$ cat src/rtl/vga_timing_out_pkg.sv
// Shared timing constants and types for the VGA output stage.
package vga_timing_out_pkg;

    // 640x480@60 Hz horizontal timing, in pixel ticks
    localparam int H_VIS_DEF  = 640;
    localparam int H_FP_DEF   = 16;
    localparam int H_SYNC_DEF = 96;
    localparam int H_BP_DEF   = 48;
    localparam int H_TOTAL    = H_VIS_DEF + H_FP_DEF + H_SYNC_DEF + H_BP_DEF;

    // 640x480@60 Hz vertical timing, in lines
    localparam int V_VIS_DEF  = 480;
    localparam int V_FP_DEF   = 10;
    localparam int V_SYNC_DEF = 2;
    localparam int V_BP_DEF   = 33;
    localparam int V_TOTAL    = V_VIS_DEF + V_FP_DEF + V_SYNC_DEF + V_BP_DEF;

    // Ticks from X_pix/Y_pix update to matching pixel_color at the input
    localparam int PIPE_DLY_DEF = 2;

    // Colour field offsets inside pixel_color: {B, G, R}
    localparam int R_LSB = 0;
    localparam int G_LSB = 4;
    localparam int B_LSB = 8;

    // Sync/blank bundle that travels through the alignment delay line
    typedef struct packed {
        logic hs;
        logic vs;
        logic vis;
    } sync_bus_t;

    // Idle value: blanked, both syncs inactive (high)
    localparam sync_bus_t SYNC_IDLE = '{hs: 1'b1, vs: 1'b1, vis: 1'b0};

endpackage

$ cat src/rtl/vga_delay_line.sv
// N-stage, W-bit shift register that advances only when en is high.
module vga_delay_line #(
    parameter int N = 2,
    parameter int W = 1,
    parameter logic [W-1:0] RST_VAL = '0
) (
    input  logic         clk,
    input  logic         rst_n,
    input  logic         en,
    input  logic [W-1:0] d,
    output logic [W-1:0] q
);

    logic [N-1:0][W-1:0] stage_q;
    logic [N-1:0][W-1:0] stage_d;

    // Shift every stage by one position on each enable
    always_comb begin
        stage_d = stage_q;
        if (en) begin
            stage_d[0] = d;
            for (int i = 1; i < N; i++) begin
                stage_d[i] = stage_q[i-1];
            end
        end
    end

    // Stage registers, reset to the idle value
    always_ff @(posedge clk or negedge rst_n) begin
        if (!rst_n) begin
            stage_q <= {N{RST_VAL}};
        end else begin
            stage_q <= stage_d;
        end
    end

    assign q = stage_q[N-1];

endmodule

$ cat src/rtl/vga_timing_out.sv
// VGA timing generator and pin stage: pixel tick divider, X/Y counters,
// sync generation and colour/sync alignment to the VGA pins.
module vga_timing_out
    import vga_timing_out_pkg::*;
#(
    parameter int H_VIS    = H_VIS_DEF,
    parameter int H_FP     = H_FP_DEF,
    parameter int H_SYNC   = H_SYNC_DEF,
    parameter int H_BP     = H_BP_DEF,
    parameter int V_VIS    = V_VIS_DEF,
    parameter int V_FP     = V_FP_DEF,
    parameter int V_SYNC   = V_SYNC_DEF,
    parameter int V_BP     = V_BP_DEF,
    parameter int PIPE_DLY = PIPE_DLY_DEF
) (
    input  logic        CLK_50,
    input  logic        RESET_N,
    input  logic [11:0] pixel_color,
    output logic [9:0]  X_pix,
    output logic [9:0]  Y_pix,
    output logic        H_visible,
    output logic        V_visible,
    output logic        pixel_clk,
    output logic        pixel_tick,
    output logic        frame_start,
    output logic [3:0]  VGA_BUS_R,
    output logic [3:0]  VGA_BUS_G,
    output logic [3:0]  VGA_BUS_B,
    output logic        VGA_HS,
    output logic        VGA_VS
);

    localparam logic [9:0] H_LAST   = 10'(H_VIS + H_FP + H_SYNC + H_BP - 1);
    localparam logic [9:0] V_LAST   = 10'(V_VIS + V_FP + V_SYNC + V_BP - 1);
    localparam logic [9:0] H_VIS_L  = 10'(H_VIS);
    localparam logic [9:0] V_VIS_L  = 10'(V_VIS);
    localparam logic [9:0] HS_FIRST = 10'(H_VIS + H_FP);
    localparam logic [9:0] HS_LAST  = 10'(H_VIS + H_FP + H_SYNC - 1);
    localparam logic [9:0] VS_FIRST = 10'(V_VIS + V_FP);
    localparam logic [9:0] VS_LAST  = 10'(V_VIS + V_FP + V_SYNC - 1);

    logic        toggle_q, toggle_d;
    logic        tick_q, tick_d;
    logic        tick_en;
    logic [9:0]  x_q, x_d;
    logic [9:0]  y_q, y_d;
    logic        h_vis_q, h_vis_d;
    logic        v_vis_q, v_vis_d;
    logic        fs_q, fs_d;
    logic [11:0] rgb_q, rgb_d;
    logic        hs_q, hs_d;
    logic        vs_q, vs_d;
    sync_bus_t   sync_raw;
    sync_bus_t   sync_dly;

    // Everything advances on the edge where the tick strobe is raised,
    // so new counter values and pixel_tick appear in the same cycle.
    assign tick_en = ~toggle_q;

    // Divide CLK_50 by two: toggle flips every cycle, strobe follows it
    always_comb begin
        toggle_d = ~toggle_q;
        tick_d   = tick_en;
    end

    // Pixel/line counters with wrap, frame pulse and look-ahead visible flags
    always_comb begin
        x_d  = x_q;
        y_d  = y_q;
        fs_d = 1'b0;
        if (tick_en) begin
            if (x_q == H_LAST) begin
                x_d = '0;
                if (y_q == V_LAST) begin
                    y_d  = '0;
                    fs_d = 1'b1;
                end else begin
                    y_d = y_q + 10'd1;
                end
            end else begin
                x_d = x_q + 10'd1;
            end
        end
        h_vis_d = (x_d < H_VIS_L);
        v_vis_d = (y_d < V_VIS_L);
    end

    // Undelayed syncs and blank derived from the current counters
    always_comb begin
        sync_raw     = SYNC_IDLE;
        sync_raw.hs  = !((x_q >= HS_FIRST) && (x_q <= HS_LAST));
        sync_raw.vs  = !((y_q >= VS_FIRST) && (y_q <= VS_LAST));
        sync_raw.vis = h_vis_q & v_vis_q;
    end

    vga_delay_line #(
        .N       (PIPE_DLY),
        .W       ($bits(sync_bus_t)),
        .RST_VAL (SYNC_IDLE)
    ) u_sync_dly (
        .clk   (CLK_50),
        .rst_n (RESET_N),
        .en    (tick_en),
        .d     (sync_raw),
        .q     (sync_dly)
    );

    // Pin stage: colour gated by the delayed blank so porches stay black
    always_comb begin
        rgb_d = rgb_q;
        hs_d  = hs_q;
        vs_d  = vs_q;
        if (tick_en) begin
            rgb_d = sync_dly.vis ? pixel_color : 12'h000;
            hs_d  = sync_dly.hs;
            vs_d  = sync_dly.vs;
        end
    end

    // All state registers; reset puts outputs in the blanked, sync-idle state
    always_ff @(posedge CLK_50 or negedge RESET_N) begin
        if (!RESET_N) begin
            toggle_q <= 1'b0;
            tick_q   <= 1'b0;
            x_q      <= '0;
            y_q      <= '0;
            h_vis_q  <= 1'b1;
            v_vis_q  <= 1'b1;
            fs_q     <= 1'b0;
            rgb_q    <= '0;
            hs_q     <= 1'b1;
            vs_q     <= 1'b1;
        end else begin
            toggle_q <= toggle_d;
            tick_q   <= tick_d;
            x_q      <= x_d;
            y_q      <= y_d;
            h_vis_q  <= h_vis_d;
            v_vis_q  <= v_vis_d;
            fs_q     <= fs_d;
            rgb_q    <= rgb_d;
            hs_q     <= hs_d;
            vs_q     <= vs_d;
        end
    end

    assign X_pix       = x_q;
    assign Y_pix       = y_q;
    assign H_visible   = h_vis_q;
    assign V_visible   = v_vis_q;
    assign pixel_clk   = toggle_q;
    assign pixel_tick  = tick_q;
    assign frame_start = fs_q;
    assign VGA_BUS_R   = rgb_q[R_LSB +: 4];
    assign VGA_BUS_G   = rgb_q[G_LSB +: 4];
    assign VGA_BUS_B   = rgb_q[B_LSB +: 4];
    assign VGA_HS      = hs_q;
    assign VGA_VS      = vs_q;

endmodule

$ cat config.mk
export PLATFORM = sky130hd
export DESIGN_NAME = vga_timing_out
export DESIGN_NICKNAME = d
export VERILOG_FILES = /design/src/rtl/vga_timing_out_pkg.sv /design/src/rtl/vga_delay_line.sv /design/src/rtl/vga_timing_out.sv
export SDC_FILE = /design/constraint.sdc
export NUM_CORES = 1
export LEC_CHECK = 0
export ABC_AREA = 1
export CAP_MARGIN = 20
export CORE_ASPECT_RATIO = 1.4
export CORE_MARGIN = 3
export CORE_UTILIZATION = 50
export DETAILED_ROUTE_END_ITERATION = 6
export PLACE_DENSITY_LB_ADDON = 0.15
export SLEW_MARGIN = 0
export SYNTH_ARGS = -nofsm -noshare
export SYNTH_HDL_FRONTEND = slang
export SYNTH_HIERARCHICAL = 1
export SYNTH_SLANG_ARGS = --single-unit
$ cat constraint.sdc
create_clock -name CLK_50 -period 1.6 [get_ports CLK_50]
set_input_delay 0.16 -clock CLK_50 [delete_from_list [all_inputs] [get_ports CLK_50]]
set_output_delay 0.16 -clock CLK_50 [all_outputs]
set_load 0.1 [all_outputs]
Word-level counts from Yosys, hierarchy flattened --
Cells that the tools add are included.
Cells by class: bitwise operators 2, multiplexer cells 9, $lt $le $gt $ge 6, equal/unequal tests 2, add/sub/neg operators 2, reduce and logical (&&, ||, !) cells 4
Operators with widths (number):
- $mux 10 | 5
- $add 10x1->10 const B | 2
- $eq 10x10->1 const B | 2
- $mux 12 | 1
- $ge 10x10->1 const B | 1
- $ge 10x9->1 const B | 1
- $le 10x10->1 const B | 1
- $le 10x9->1 const B | 1
- $lt 10x10->1 const B | 1
- $lt 10x9->1 const B | 1
- $mux 1 | 3
- $logic_and 1x1->1 | 2
- $logic_not 1->1 | 2
- $and 1x1->1 | 1
- $not 1->1 | 1
Storage, ports and cells: flip-flop bits (word level) 44, input port bits 14, logic and storage cells 36

Depth between registers and ports, before layout --
Gate-level depths: netlist of run 1.
word-level depth 5, mapped depth 12, depth with buffers taken out 12

Modules after synthesis --
The synthesis of run 1 kept the hierarchy.
Modules (own cells, without submodules):
- vga_timing_out | cells an instance 254, area an instance 2055.7 um^2, times used 1
- vga_delay_line | cells an instance 28, area an instance 249.0 um^2, times used 1

Least setup slack after synthesis of run 1 --
No wires, ideal clock.
path kind register -> register, from register x_q[0] (netlist: X_pix[0]), to register y_q[9] (netlist: Y_pix[9]), data required time 1.484 ns, arrival 2.134 ns, buffers on the path 0, cell stages (with the launch flop) 9, path slack -0.650 ns, library setup time 0.116 ns, cells stage by stage dfrtp_1 ha_1 nand4_4 nor2_4 nand4_1 nor2_1 nand2_1 nand3_1 inv_1
On the way: cells in the longest elaborated chain, start to end 3
RTL lines:
- start, declared | RTL line vga_timing_out.sv:45 | logic [9:0] x_q, x_d;
- start signal, assigned | RTL line vga_timing_out.sv:125 | x_q <= '0;
- start signal, assigned | RTL line vga_timing_out.sv:136 | x_q <= x_d;
- $eq 10x10->1 | RTL line vga_timing_out.sv:72 | if (x_q == H_LAST) begin
- $mux 10 | RTL line vga_timing_out.sv:72
- $mux 10 | RTL line vga_timing_out.sv:71 | if (tick_en) begin
- via y_d[9] | RTL line vga_timing_out.sv:46 | logic [9:0] y_q, y_d;
- end signal, assigned | RTL line vga_timing_out.sv:137 | y_q <= y_d;
- end, declared | RTL line vga_timing_out.sv:46
The timed path passes the listed nets, and every way through them passes these cells. A chain may end at the register's enable or synchronous reset.

Final worst setup path of run 1 --
from register y_q[4] (netlist: Y_pix[4]), to register v_vis_q (netlist: V_visible)
On the way: cells in the longest elaborated chain, start to end 5
RTL lines:
- $add 10x1->10 / $eq 10x10->1 (equally long branches) | RTL line vga_timing_out.sv:78, vga_timing_out.sv:74
- $mux 10 | RTL line vga_timing_out.sv:74 | if (y_q == V_LAST) begin
- $mux 10 | RTL line vga_timing_out.sv:72
- $mux 10 * | RTL line vga_timing_out.sv:71
- $lt 10x9->1 * | RTL line vga_timing_out.sv:85 | v_vis_d = (y_d < V_VIS_L);
- via v_vis_d | RTL line vga_timing_out.sv:48 | logic v_vis_q, v_vis_d;
- end signal, assigned | RTL line vga_timing_out.sv:139 | v_vis_q <= v_vis_d;
- end, declared | RTL line vga_timing_out.sv:48
Mark *: on every way through the listed nets, which the timed path passes. The rest lies on a longest branch.

==> reports/qor.csv, run 1 <==
stage;metric;value;unit
sta;fmax;584;MHz
cells_and_area;share of layout cells above drive strength 1;39.0;%
power_and_ir_drop;Peak VDD IR;0.484;mV
floorplanning;io pins;53;
run;Max-cap violations;0;
setup_path;FF-to-FF End;V_visible;
floorplanning;Vert. Die Dim;86.3;um
sta;Slew Limit Fails;0;
placed_design;IO buf count;52;
floorplanning;core area;4340;um2
outcome;outcome;complete, but fails checks;
power_and_ir_drop;P_leak;1.69;nW
setup_path;CP Cell Sequence;nor2_1, nand4_1, nor2_2, o21ai_0, nand2_1, nor2_1, nand2_1, nand2_1, inv_1;
placed_design;Placer Congestion;0.914;
placed_design;dpl cells;393;
setup_path;worst reg2reg setup slack;-0.11;ns
synth;Yosys Warn Count;6;
hold_path;Min-Delay Path Class;input pin to asynchronous set/reset pin;
setup_path;CP required;1.86;ns
clock_tree;H-tree depth;2;
sta;Worst Max-Slew Pin Slew;0.454;ns
global_routing;initial antenna violation count;0;
clock_tree;total clock sinks;44;
sta;Slew HR;69.8;%
setup_path;Register-to-Register Path Depth;9;
sta;unrepaired setup endpoints after global routing;true;
routing;wire length per cell;16.5;um
synth;Mapped Area;2300;um2
global_routing;first-pass GRT wire length;10.4;mm
sta;Final WS setup;-0.112;ns
global_routing;total grt overflow;0;
global_routing;pin count of the biggest net entering global routing;21;
clock_tree;CTS tree;yes;
synth;Synth area leaders;dfrtp_1 39%, nand2_1 14%, dfstp_2 9.1%;
clock_tree;Worst-Skew Late Latency;0.31;ns
routing;DRC;0;
synth;Syn Nets;301;
floorplanning;Rows;28;
floorplanning;Starting Density;53.1;%
sta;Finish-stage setup viols;3;
setup_path;Max FO, Critical Path;7;
sta;clock period minus worst slack;1.71;ns
power_and_ir_drop;Pwr Density;626;nW/um2
setup_path;CP arrival;1.97;ns
global_routing;GRT Resource Usage Total;23.9;%
synth;synth cell count leaders;84 x nand2_1, 36 x dfrtp_1, 30 x nand3_1;
outcome;failing checks;setup timing;
cells_and_area;post-layout util;85.1;%
synth;syn avg cell area;8.17;um2
routing;Detailed Route Iter0 Violations;157;
floorplanning;Die X;63.4;um
synth;Seq cells post-synth;44;
routing;Via Count;2304;
placed_design;DP HPWL;4.45;mm
clock_tree;maximum clock path buffer count;2;
cells_and_area;P&R area growth vs syn;60.4;%
setup_path;Most common cell on crit path;nand2_1;
setup_path;Crit Reg-Reg Startpoint;Y_pix[4];
synth;Netlist cell types;37;
synth;EDFF count, synth;0;
synth;sequential cell area fraction in the yosys report;48.2;%
synth;Synth Instances;282;
synth;Top FF cell, synth;dfrtp_1;
clock_tree;clk root buf;clkbuf_8;
cells_and_area;# diodes;0;
synth;most frequent cell after synthesis;nand2_1;
clock_tree;clk slew on worst S/H paths;0.09;ns
setup_path;slowest stage delay, CP;0.54;ns
setup_path;CP max-delay cell;dfrtp_4;
sta;Hold Vio Cnt, Final;0;
clock_tree;TritonCTS buffer count;5;
sta;Final period util;107;%
routing;WL final;6.92;mm
global_routing;vias in the first global route;2210;
floorplanning;Die ar.;5470;um2
routing;ANT nets after route;0;
cells_and_area;Final nets;377;
setup_path;Setup crit start kind;register;
sta;clk_skew;0.00817;ns
setup_path;crit end category;register;
synth;Yosys top cell by area;dfrtp_1;
cells_and_area;Post-Layout Cell Count;419;
routing;via-per-instance ratio;5.50;
routing;DR pass1 iterations;5;
synth;share of the synthesized area in the top cell type;39.1;%
power_and_ir_drop;Tot Pwr;2.31;mW
setup_path;worst setup path start;Y_pix[4];
sta;setup_tns;-0.217;ns
synth;Async SR Flop Fraction;100;%
setup_path;Setup CP Type;register to register;
==> power breakdown <==
group	internal (mW)	switching (mW)	total (mW)
sequential	1.13	0.0166	1.14
combinational	0.0968	0.158	0.255
clock	0.511	0.404	0.915
==> layout by cell type, fill, tap and decap left out, types with 5 or more instances in the layout <==
cell	instances
nand2_1	81
buf_12	39
inv_1	27
buf_4	27
nand3_1	26
nor2_1	17
dfrtp_1	15
clkdlybuf4s50_1	12
dfrtp_4	11
dfrtp_2	10
o21ai_0	10
dfstp_2	8
nand4_1	6
clkbuf_8	6
inv_2	5
nand2_2	5
nor2_4	5
nand3_2	5
==> final cells by class <==
class	instances	area, um2
repair buffers	81	1120
clock buffers	6	82.6
multi-input cells	191	1060
flip-flops and latches	44	1160
fillers	252	648
inverters	35	149
well taps	60	75.1
clock inverters	2	38.8
==> timing repair <==
| item | in CTS | in global routing |
|---|---|---|
| pin swaps | 0 | 11 |
| resized for setup | 1 | 18 |
| setup endpoints to repair | 1 | 8 |
| buffers inserted | 0 | 17 |
| hold buffers | 1 | 0 |
| endpoints found under the hold margin | 11 | 0 |
==> metal layers <==
metal / global-route usage, % / vias up / wire length [um]
li1: - / 1053 / -
met5: 0 / - / 0
met4: 9.43 / 0 / 301
met1: 28.1 / 1089 / 2590
met2: 43.1 / 118 / 3640
met3: 3.89 / 44 / 389
==> stage by stage <==
| stage | area, um2 | hold slack, ns | setup WS, ns |
|---|---|---|---|
| floorplan | 2400 | -0.136 | -0.0551 |
| global placement | 3370 | 0.0942 | 0.0853 |
| detailed placement | 3370 | 0.0978 | 0.0234 |
| CTS | 3510 | 0.311 | 0.0363 |
| global route | 3700 | 0.336 | -0.171 |
| finish | 3700 | 0.309 | -0.112 |
==> how the worst max path moves through the flow <==
stage / end / slack (ns)
floorplan: Y_pix[9] / -0.06
global placement: V_visible / 0.09
detailed placement: V_visible / 0.02
CTS: V_visible / 0.04
global route: H_visible / -0.17
finish: V_visible / -0.11
==> worst max-delay path: cells and delay by family, from the launching register on <==
kind / cells / cell delay [ns]
compound gates: 1 / 0.12
buf+inv: 1 / 0.05
flops: 1 / 0.54
simple gates: 7 / 0.94
==> flip-flops by register name, summed over array words and instances, names as in the netlist <==
signal              count
u_sync_dly/stage_q      3
H_visible               1
u_sync_dly/q            3
X_pix                  10
pixel_tick              1
V_visible               1
Y_pix                  10
frame_start             1
rgb_q                  12
VGA_HS                  1
VGA_VS                  1
==> cells by family (layout without fill, tap and decap cells) <==
kind of cell	count (synthesis)	count (layout)	share of synthesized area, %
compound gates	22	22	5.48
xor+xnor	2	2	0.760
fa+ha+maj	5	5	2.71
buf+inv	47	124	9.17
flops	44	44	48.2
simple gates	162	162	33.7
No activity file was read; power rests on OpenSTA's default activity.
==> run 2, diff against run 1 <==
--- a/config.mk
+++ b/config.mk
@@ -7,10 +7,10 @@
 export LEC_CHECK = 0
 export ABC_AREA = 1
 export CAP_MARGIN = 20
-export CORE_ASPECT_RATIO = 1.4
 export CORE_MARGIN = 3
 export CORE_UTILIZATION = 50
 export DETAILED_ROUTE_END_ITERATION = 6
+export GPL_TIMING_DRIVEN = 1
 export PLACE_DENSITY_LB_ADDON = 0.15
 export SLEW_MARGIN = 0
 export SYNTH_ARGS = -nofsm -noshare
==> run 2 against run 1 <==
  * The flow still finishes with violations (setup timing)
  * Clock power shrank 0.4%
  * Die area shrank 0.22%
  * Utilization fell by 1.8 points
  * Wire length shrank 11%
  * Critical path depth up 1
  * Combinational power about the same
  * First-iteration DRC count is 1.3% lower
  * Setup slack improved by 0.11 ns
  * Clock skew decreased by 0.0051 ns
  * Flip-flop and latch count unchanged
  * Total power decreased by 0.26%
  * Critical path type unchanged
  * Highest routed layer unchanged
==> reports/qor.csv, run 2 (synthesized netlist as in run 1, its figures left out) <==
stage;metric;value;unit;change
sta;Final period util;100;%;-6.8 points
setup_path;CP top delay family;simple AND/OR/NAND/NOR gates;;
clock_tree;maximum clock path buffer count;2;;unchanged
sta;Hold Vio Cnt, Final;0;;unchanged
cells_and_area;# diodes;0;;unchanged
setup_path;CP required;1.84;ns;-0.02 ns
power_and_ir_drop;Peak VDD IR;0.401;mV;-17%
cells_and_area;FF/Latch Area;1160;um2;unchanged
setup_path;CP max-delay cell;dfrtp_2;;
cells_and_area;area of the multi-input gates;1030;um2;-2.7%
setup_path;Max FO, Critical Path;6;;-1
clock_tree;total clock sinks;44;;unchanged
global_routing;vias in the first global route;2026;;-8.3%
clock_tree;clk slew on worst S/H paths;0.09;ns;about the same
outcome;failing checks;setup timing;;
routing;via-per-instance ratio;5.30;;-3.5%
setup_path;CP Cell Sequence;nor2_2, nand3_2, nor2_4, nand3_1, nand2_1, nand3_2, nor2_2, nand2_1, nand2_1, inv_1;;
global_routing;pin count of the biggest net entering global routing;45;;+110%
cells_and_area;most frequent cells in the layout;82 x nand2_1, 39 x buf_12, 30 x buf_4;;
outcome;outcome;complete, but fails checks;;
placed_design;Placer Congestion;0.903;;-1.2%
clock_tree;H-tree depth;2;;unchanged
setup_path;Setup CP Type;register to register;;
floorplanning;io pins;53;;unchanged
routing;DRC;0;;unchanged
floorplanning;Vert. Die Dim;73.9;um;-14%
cells_and_area;Final nets;380;;+0.80%
cells_and_area;commonest non-fill, non-tap cell in the layout;nand2_1;;
floorplanning;Rows;24;;-14%
floorplanning;Starting Density;52.2;%;-0.84 points
power_and_ir_drop;Pwr Density;628;nW/um2;+0.28%
clock_tree;TritonCTS buffer count;5;;unchanged
clock_tree;Worst-Skew Late Latency;0.29;ns;-0.02 ns
floorplanning;Die X;73.9;um;+17%
setup_path;slowest stage delay, CP;0.46;ns;-0.08 ns
sta;Final WS setup;-0.00270;ns;+0.109 ns
cells_and_area;P&R area growth vs syn;59.5;%;
global_routing;total grt overflow;0;;unchanged
global_routing;first-pass GRT wire length;9.44;mm;-9.2%
floorplanning;Die ar.;5460;um2;-0.22%
setup_path;critical path buffer and inverter count;1;;unchanged
placed_design;DP HPWL;4.02;mm;-9.7%
sta;Slew HR;62.5;%;-7.2 points
routing;WL final;6.13;mm;-11%
hold_path;Min-Delay Path Class;input pin to register;;
setup_path;crit end category;register;;
run;Max-cap violations;0;;unchanged
sta;Slew Limit Fails;0;;unchanged
power_and_ir_drop;P_leak;1.70;nW;+0.84%
global_routing;initial antenna violation count;0;;unchanged
setup_path;Setup crit start kind;register;;
power_and_ir_drop;Tot Pwr;2.31;mW;-0.26%
setup_path;CP arrival;1.84;ns;-0.13 ns
sta;clk_skew;0.00310;ns;-0.00508 ns
clock_tree;CTS tree;yes;;
sta;unrepaired setup endpoints after global routing;true;;
cells_and_area;fill count;256;;+1.6%
global_routing;GRT Resource Usage Total;22.5;%;-1.4 points
routing;wire length per cell;14.8;um;-10%
cells_and_area;Biggest register;rgb_q;;
cells_and_area;Largest register FFs;12;;unchanged
sta;setup_tns;-0.00270;ns;+0.215 ns
routing;DR pass1 iterations;4;;-1
routing;Via Count;2196;;-4.7%
routing;ANT nets after route;0;;unchanged
sta;Finish-stage setup viols;1;;-2
setup_path;Most common cell on crit path;nand2_1;;
sta;clock period minus worst slack;1.60;ns;-0.109 ns
floorplanning;core area;4410;um2;+1.6%
sta;fmax;624;MHz;+6.8%
clock_tree;clk root buf;clkbuf_8;;
sta;Worst Max-Slew Pin Slew;0.562;ns;+0.108 ns
placed_design;IO buf count;52;;unchanged
cells_and_area;share of layout cells above drive strength 1;39.2;%;+0.23 points
routing;Detailed Route Iter0 Violations;155;;-1.3%
placed_design;dpl ws;0.00242;ns;-0.0210 ns
==> run 2: timing repair <==
action	4_1_cts	5_1_grt
buffers inserted	0	22
endpoints found under the setup margin	2	6
pin swaps	1	10
hold buffers	1	0
endpoints found under the hold margin	36	0
resized for setup	2	13
==> run 2: power breakdown <==
| group | leakage [nW] | internal, mW | total [mW] | switching [mW] |
|---|---|---|---|---|
| Combinational | 1.14 | 0.0951 | 0.252 | 0.157 |
| Clock | 0.0614 | 0.511 | 0.911 | 0.400 |
| Sequential | 0.498 | 1.13 | 1.14 | 0.0171 |
==> run 2: per-layer routing <==
| metal | GRT usage, % | wire length, um |
|---|---|---|
| met1 | 30.4 | 2690 |
| met5 | 0 | 0 |
| met3 | 3.69 | 301 |
| met2 | 36.3 | 3030 |
| met4 | 8.25 | 112 |
==> run 2: worst min-delay path, stage by stage <==
cell and delay (ns):
clkdlybuf4s50_1 0.39, nand3_1 0.08, nand2_1 0.04
==> run 2: worst paths after layout <==
| kind | cells past startpoint | to | slack [ns] | startpoint |
|---|---|---|---|---|
| max | 10 | V_visible | -0.003 | X_pix[6] |
| min | 3 | rgb_q[6] | 0.41 | pixel_color[6] |
| max reg2reg | 10 | V_visible | -0.003 | X_pix[6] |
| min reg2reg | 2 | VGA_VS | 0.46 | u_sync_dly/q[1] |
| max in group asynchronous | 3 | Y_pix[4] | 0.70 | RESET_N |
| min in group asynchronous | 3 | X_pix[4] | 0.47 | RESET_N |
==> run 2: area by class of cell <==
| cell class | instances | area share (%) |
|---|---|---|
| Sequential cell | 44 | 31.7 |
| Inverter | 35 | 3.95 |
| Timing Repair Buffer | 84 | 31.2 |
| Clock inverter | 2 | 1.06 |
| Clock buffer | 6 | 2.25 |
| Multi-Input combinational cell | 191 | 28.1 |
| Tap cell | 52 | 1.77 |
==> run 2: per-stage QoR <==
step	hold slack [ns]	cell area, um2	util [%]	cells
final	0.408	3680	83.3	414
after global placement	0.270	3350	75.9	383
after CTS	0.407	3480	78.9	392
after floorplan	-0.136	2400	-	282
after global routing	0.417	3680	83.3	414
after detailed placement	0.276	3350	75.9	383
